**src/rtl/alu_pipe_core.sv**
```systemverilog
// Three-stage (D/E/W) RV32I register/immediate ALU pipeline with valid/ready streams,
// selectable E/W operand forwarding or RAW interlock, back-pressure and a retire counter.
module alu_pipe_core #(
  parameter int XLEN       = 32,
  parameter bit FORWARD_EN = 1'b1,
  parameter int CNT_W      = 32
) (
  input  logic             clk,
  input  logic             rst,
  input  logic             in_valid,
  output logic             in_ready,
  input  logic [31:0]      in_instr,
  output logic             out_valid,
  input  logic             out_ready,
  output logic [XLEN-1:0]  out_data,
  output logic [4:0]       out_rd,
  output logic [CNT_W-1:0] retired_count
);

  localparam int SHW = $clog2(XLEN);
  localparam logic [6:0] OP_R = 7'b0110011;
  localparam logic [6:0] OP_I = 7'b0010011;

  logic            d_valid_q, d_valid_d;
  logic [31:0]     d_instr_q, d_instr_d;
  logic            e_valid_q, e_valid_d;
  logic [4:0]      e_rd_q, e_rd_d;
  logic [XLEN-1:0] e_a_q, e_a_d;
  logic [XLEN-1:0] e_b_q, e_b_d;
  logic [2:0]      e_f3_q, e_f3_d;
  logic            e_alt_q, e_alt_d;
  logic            w_valid_q, w_valid_d;
  logic [XLEN-1:0] w_data_q, w_data_d;
  logic [4:0]      w_rd_q, w_rd_d;
  logic [CNT_W-1:0] cnt_q, cnt_d;
  logic [XLEN-1:0] rf_q [32];
  logic [XLEN-1:0] rf_d [32];

  logic [6:0]      opcode;
  logic [4:0]      rd, rs1, rs2;
  logic [2:0]      f3;
  logic [6:0]      f7;
  logic [XLEN-1:0] imm;
  logic            is_r, is_i, legal, alt;
  logic [XLEN-1:0] src_a, src_b, op_b;
  logic            hz_a, hz_b, hazard_stall;
  logic [XLEN-1:0] e_result;
  logic [SHW-1:0]  shamt;
  logic            adv_w, d_fire, wr_fire, d_issue;

  // Decode of the word held in D; alt selects SUB/SRA/SRAI.
  always_comb begin
    opcode = d_instr_q[6:0];
    rd     = d_instr_q[11:7];
    f3     = d_instr_q[14:12];
    rs1    = d_instr_q[19:15];
    rs2    = d_instr_q[24:20];
    f7     = d_instr_q[31:25];
    imm    = {{(XLEN-12){d_instr_q[31]}}, d_instr_q[31:20]};
    is_r   = (opcode == OP_R);
    is_i   = (opcode == OP_I);
    legal  = 1'b0;
    alt    = 1'b0;
    if (is_r) begin
      if (f7 == 7'b0000000) begin
        legal = 1'b1;
      end else if (f7 == 7'b0100000 && (f3 == 3'b000 || f3 == 3'b101)) begin
        legal = 1'b1;
        alt   = 1'b1;
      end
    end else if (is_i) begin
      if (f3 == 3'b001) begin
        legal = (d_instr_q[31:26] == 6'b000000) && (XLEN > 32 || !d_instr_q[25]);
      end else if (f3 == 3'b101) begin
        legal = (d_instr_q[31:26] == 6'b000000 || d_instr_q[31:26] == 6'b010000) &&
                (XLEN > 32 || !d_instr_q[25]);
        alt   = d_instr_q[30];
      end else begin
        legal = 1'b1;
      end
    end
  end

  always_comb begin
    shamt    = e_b_q[SHW-1:0];
    e_result = '0;
    case (e_f3_q)
      3'b000:  e_result = e_alt_q ? (e_a_q - e_b_q) : (e_a_q + e_b_q);
      3'b001:  e_result = e_a_q << shamt;
      3'b010:  e_result = {{(XLEN-1){1'b0}}, ($signed(e_a_q) < $signed(e_b_q))};
      3'b011:  e_result = {{(XLEN-1){1'b0}}, (e_a_q < e_b_q)};
      3'b100:  e_result = e_a_q ^ e_b_q;
      3'b101:  e_result = e_alt_q ? $unsigned($signed(e_a_q) >>> shamt) : (e_a_q >> shamt);
      3'b110:  e_result = e_a_q | e_b_q;
      default: e_result = e_a_q & e_b_q;
    endcase
  end

  // Operand fetch: the E result is newer than W, which is newer than the register file.
  always_comb begin
    src_a = (rs1 == 5'd0) ? '0 : rf_q[rs1];
    src_b = (rs2 == 5'd0) ? '0 : rf_q[rs2];
    if (FORWARD_EN && rs1 != 5'd0) begin
      if (e_valid_q && e_rd_q == rs1)      src_a = e_result;
      else if (w_valid_q && w_rd_q == rs1) src_a = w_data_q;
    end
    if (FORWARD_EN && rs2 != 5'd0) begin
      if (e_valid_q && e_rd_q == rs2)      src_b = e_result;
      else if (w_valid_q && w_rd_q == rs2) src_b = w_data_q;
    end
    op_b = is_r ? src_b : imm;
    hz_a = (rs1 != 5'd0) && ((e_valid_q && e_rd_q == rs1) || (w_valid_q && w_rd_q == rs1));
    hz_b = is_r && (rs2 != 5'd0) &&
           ((e_valid_q && e_rd_q == rs2) || (w_valid_q && w_rd_q == rs2));
    hazard_stall = !FORWARD_EN && d_valid_q && legal && (hz_a || hz_b);
  end

  // Illegal words leave D like any other instruction but enter E as a bubble.
  always_comb begin
    adv_w    = !w_valid_q || out_ready;
    d_fire   = adv_w && !hazard_stall;
    in_ready = !d_valid_q || d_fire;
    wr_fire  = w_valid_q && out_ready;
    d_issue  = d_valid_q && legal && !hazard_stall;

    d_valid_d = d_valid_q;
    d_instr_d = d_instr_q;
    e_valid_d = e_valid_q;
    e_rd_d    = e_rd_q;
    e_a_d     = e_a_q;
    e_b_d     = e_b_q;
    e_f3_d    = e_f3_q;
    e_alt_d   = e_alt_q;
    w_valid_d = w_valid_q;
    w_data_d  = w_data_q;
    w_rd_d    = w_rd_q;
    cnt_d     = cnt_q;
    rf_d      = rf_q;

    if (in_valid && in_ready) begin
      d_valid_d = 1'b1;
      d_instr_d = in_instr;
    end else if (d_fire) begin
      d_valid_d = 1'b0;
    end

    if (adv_w) begin
      e_valid_d = d_issue;
      if (d_issue) begin
        e_rd_d  = rd;
        e_a_d   = src_a;
        e_b_d   = op_b;
        e_f3_d  = f3;
        e_alt_d = alt;
      end
      w_valid_d = e_valid_q;
      if (e_valid_q) begin
        w_data_d = e_result;
        w_rd_d   = e_rd_q;
      end
    end

    if (wr_fire) begin
      cnt_d = cnt_q + CNT_W'(1);
      if (w_rd_q != 5'd0) rf_d[w_rd_q] = w_data_q;
    end
  end

  always_ff @(posedge clk or posedge rst) begin
    if (rst) begin
      d_valid_q <= 1'b0;
      d_instr_q <= '0;
      e_valid_q <= 1'b0;
      e_rd_q    <= '0;
      e_a_q     <= '0;
      e_b_q     <= '0;
      e_f3_q    <= '0;
      e_alt_q   <= 1'b0;
      w_valid_q <= 1'b0;
      w_data_q  <= '0;
      w_rd_q    <= '0;
      cnt_q     <= '0;
      for (int i = 0; i < 32; i++) rf_q[i] <= '0;
    end else begin
      d_valid_q <= d_valid_d;
      d_instr_q <= d_instr_d;
      e_valid_q <= e_valid_d;
      e_rd_q    <= e_rd_d;
      e_a_q     <= e_a_d;
      e_b_q     <= e_b_d;
      e_f3_q    <= e_f3_d;
      e_alt_q   <= e_alt_d;
      w_valid_q <= w_valid_d;
      w_data_q  <= w_data_d;
      w_rd_q    <= w_rd_d;
      cnt_q     <= cnt_d;
      rf_q      <= rf_d;
    end
  end

  assign out_valid     = w_valid_q;
  assign out_data      = w_data_q;
  assign out_rd        = w_rd_q;
  assign retired_count = cnt_q;

endmodule

```
**config.mk**
```make
export PLATFORM = sky130hd
export DESIGN_NAME = alu_pipe_core
export DESIGN_NICKNAME = d
export VERILOG_FILES = /design/src/rtl/alu_pipe_core.sv
export SDC_FILE = /design/constraint.sdc
export NUM_CORES = 2
export LEC_CHECK = 0
export CELL_PAD_IN_SITES_DETAIL_PLACEMENT = 0
export CELL_PAD_IN_SITES_GLOBAL_PLACEMENT = 1
export CORE_MARGIN = 8
export CORE_UTILIZATION = 40
export DETAILED_ROUTE_END_ITERATION = 10
export GPL_TIMING_DRIVEN = 0
export PLACE_DENSITY_LB_ADDON = 0.08
export SLEW_MARGIN = 25
export SYNTH_ARGS = -nofsm -noshare
export SYNTH_HDL_FRONTEND = slang
export SYNTH_SLANG_ARGS = --single-unit
```
**constraint.sdc**
```tcl
create_clock -name clk -period 42.5 [get_ports clk]
set_clock_uncertainty 0.05 [all_clocks]
set_input_delay 8.5 -clock clk [delete_from_list [all_inputs] [get_ports clk]]
set_output_delay 8.5 -clock clk [all_outputs]
set_load 0.02 [all_outputs]
```
Yosys cells after proc, flatten, opt, wreduce, memory -nomap -nowiden
Index checks and enable logic that the tools add are counted. Widths: inputs -> output; s select.

Register bits after elaboration: 1201. Bits of input ports: 36. Output and inout port bits: 71. Logic and storage cells: 143.

$add $sub $neg: 3. Magnitude comparators: 6. Eq/ne operators: 16. Shifts and indexed selects: 3. Multiplexer cells: 34. Bitwise gates (word level): 6. Reductions and logical operators: 31.

Operator list (count): $bwmux 1024 (1); $mux 32 (16); $bmux 32 s5 (2); $pmux 32 s7 (1); $demux 32 s5 (1); $lt 32x32->1 (2); $add 32x1->32 const B (1); $add 32x32->32 (1); $and 32x32->32 (1); $or 32x32->32 (1); $shl 32x5->32 (1); $shr 32x5->32 (1); $sshr 32x5->32 (1); $sub 32x32->32 (1); $xor 32x32->32 (1); $eq 5x5->1 (4); $ge 6x6->1 const B (3); $not 5->6 (3); $reduce_bool 5->1 (3); $eq 7x6->1 const B (2); $mux 1 (13); $eq 3x3->1 const B (4); $logic_and 1x1->1 (11); $logic_not 5->1 (2); 12 further kinds (22).

Logic depth before layout (Yosys ltp)
Depth in word-level cells: 9. Gate-level depth with buffers: 16. Gate-level depth less buffers: 14.

Worst setup path after synthesis
No wires, ideal clock.

Path kind: in2out. From: input out_ready. To: output in_ready. Arrival time: 8.796 ns. Data required time: 33.950 ns. Path slack: 25.154 ns. Cell stages on the path: 2. Buffers on the path: 0. Cells stage by stage: nor2b_1 -> nand2_1.

Cells in the longest elaborated chain, start to end: 2.

RTL lines: start: declaration (RTL line 14) `input logic out_ready,`; $logic_or 1x1->1 (RTL line 120) `adv_w = !w_valid_q || out_ready;`; $logic_or 1x1->1 (RTL line 122) `in_ready = !d_valid_q || d_fire;`; end: declaration (RTL line 11) `output logic in_ready,`.

No other way between the ends.

Worst setup path after layout
Same ends and word-level chain as after synthesis.

==> flow_summary.toml <==
[run_status]
status = "finished clean"

[synthesis]
syn_nets = 5703
synth_cell_types = 91
ys.flop_type = "dfrtp_1"
seq_area_frac_synth_pct = 42.0
synth_seq_cells = 1201
yosys_warnings = 0
synth_area_sq_um = 71600
netlist.top_cell.by_area = "dfrtp_1"
synth_top_area_share_pct = 42.0
yosysMostFrequentCell = "dfrtp_1"
synth_area_leaders = "dfrtp_1 (42%), mux4_2 (20%), mux2_2 (17%)"
synth_edf_count = 0
async_flop_share_pct = 100
syn_area_per_cell_sq_um = 12.9
ys_top_cells_by_count = "dfrtp_1 (1201), mux2_2 (1055), mux4_2 (622)"
synth_cells = 5567

[die]
rows = 155
die_h_um = 439
die_w_um = 439
core_sq_um = 178000
dieArea_sq_um = 193000
num_io_pins = 107
start_util_pct = 40.2

[power]
ir_worst_vdd_v = 0.0000407
power.density_nw_per_um2 = 40.2
power_mw = 3.28
p_leak_nw = 36.4

[sta]
fmax_mhz = 52.8
rsz0062_at_grt = "false"
worst_pin_slew_ns = 1.23
slew_headroom_pct = 17.3
fin_setup_tns_ns = 0
fin_crit_sh_pct = 44.5
min_period_ns = 18.92
hold_viol = 0
slew_violations = 0
finalSetupViolCount = 0
fin_hold_ws_ns = 0.419

[critical_path]
cp_cell_sequence = "clkdlybuf4s50_1 -> nor2b_1 -> nand2_1 -> clkdlybuf4s50_1"
crit_path_end_kind = "primary output"
crit_fanout = 4
r2r-end = "e_b_q[0]"
reg2regPathDepth = 16
crit_end = "in_ready"
required_ns = 33.95
critPathKind = "input port to primary output"
critPathMaxStageDelay_ns = 0.92
cpMostUsedCell = "clkdlybuf4s50_1"
cp-start-kind = "input port"
crit_start = "out_ready"
cp.arrival_ns = 10.37
reg2reg_slack_ns = 35.03
slowest_stage = "clkdlybuf4s50_1"
timing.rr.start = "e_b_q[3]"

[clock_network]
clk_pin_slew_worst_paths_ns = 0.05
cts_made_buffers = 145
clkLatencyLatePin_ns = 0.83
cts.sinks = 1201
post_cts_buffers = 0
clockBufferDepth = 3
cts_root_buffer = "clkbuf_16"
cts-htree-levels = 4
ctsResizeCount = 0
cts_hold_buf = 0
cts_tree = "yes"

[route]
postRouteAntennaNets = 0
drcViolationCount = 0
vias = 55900
viasPerCell = 6.71
wl_per_cell_um = 43.5
routed_wl_um = 362000
drtIter0Drc = 6537
drtPass1Iterations = 8

[cells_and_area]
drive_gt1_share_pct = 38.4
nets = 5997
syn2layout_area_growth_pct = 13.9
finalInstanceArea_sq_um = 81500

[placed_design]
dp_hpwl_um = 266000
place_area_sq_um = 76800
gp_congestion = 0.985
io_buffers = 106

[global_route]
antenna_found_initial = 15
grt_pass1_vias = 55600
grt_pass1_wl_um = 488000
grt-ovfl-total = 0
grt_usage_pct = 36.8
grt_max_degree = 95

[min_path]
hp-class = "flip-flop to flip-flop"

[job]
cap_violations = 0
-- sequential cells by signal, summed over array words and instances (netlist names), 3 cells and up --
register	count
retired_count	32
d_instr_q	32
out_rd	5
out_data	32
e_a_q	32
e_f3_q	3
e_rd_q	5
e_b_q	32
rf_q	1024
-- report_power, final --
part | switching [mW] | leakage (nW) | total (mW) | internal [mW]
combinational | 0.597 | 17.5 | 0.838 | 0.240
clock | 0.536 | 2.30 | 1.24 | 0.706
sequential | 0.0393 | 16.6 | 1.20 | 1.16
total | 1.17 | 36.4 | 3.28 | 2.11
-- layout make-up --
class	count	area, sq um
fillers	16400	96500
multi-input cells	3678	38600
flip-flops and latches	1201	30100
clock buffers	210	4180
well taps	2355	2950
plain buffers	579	2710
repair buffers	147	2080
clock inverters	43	477
inverters	109	417
diodes	10	25.0
-- logic make-up after synthesis --
group | after synthesis | share of synthesized area (%)
mux | 1846 | 38.5
flops | 1201 | 42.0
simple gates | 843 | 5.22
compound gates | 817 | 7.50
buf+inv | 688 | 4.07
fa+ha+maj | 100 | 1.77
xor+xnor | 72 | 0.881
-- layer usage --
metal  share of wire (%)  vias to the layer above  track usage, %
met3                 8.5                     1024            8.96
met4                 8.8                        6            25.6
met5               0.021                        -               0
met1                  37                    29900            45.1
met2                  45                     3223            57.5
li1                    -                    21800               -
-- critical path, delay by kind of cell --
kind | cells | cell delay, ns
AND/OR/NAND/NOR | 2 | 0.31
buffers and inverters | 2 | 1.54
-- cells in the final DEF (no fill, tap or decap), types with 41 or more instances in the layout --
master,count
clkbuf_16,146
ha_1,98
nor3_1,41
a22oi_1,43
xnor2_1,41
clkdlybuf4s50_1,106
o211ai_1,43
a221oi_1,50
nand3_1,68
nand2_1,310
nor2_1,275
buf_2,176
clkbuf_2,84
inv_1,102
clkbuf_1,288
a31oi_1,41
o21ai_0,126
mux2i_1,167
mux2_2,1055
dfrtp_1,1201
mux4_2,622
a21oi_1,249
-- worst min path at each step --
stage / start / end / slack [ns] / depth (start not counted)
after global placement: rf_q[1022] / rf_q[1022] / 0.40 / 1
after floorplan: d_instr_q[7] / e_rd_q[0] / 0.38 / 2
final: d_instr_q[9] / e_rd_q[2] / 0.42 / 2
after global routing: rf_q[1006] / rf_q[1006] / 0.44 / 1
after CTS: d_instr_q[9] / e_rd_q[2] / 0.43 / 2
after detailed placement: d_instr_q[11] / e_rd_q[4] / 0.41 / 2
-- stage by stage --
step | std cells | util, % | setup WS, ns
floorplan | 5567 | - | 0.115
global placement | 8028 | 42.4 | -16.35
detailed placement | 8069 | 43.2 | 23.56
CTS | 8322 | 45.8 | 23.55
global route | 8327 | 45.8 | 23.59
finish | 8332 | 45.8 | 23.58
Note: power is estimated with default switching activity, not from simulation.
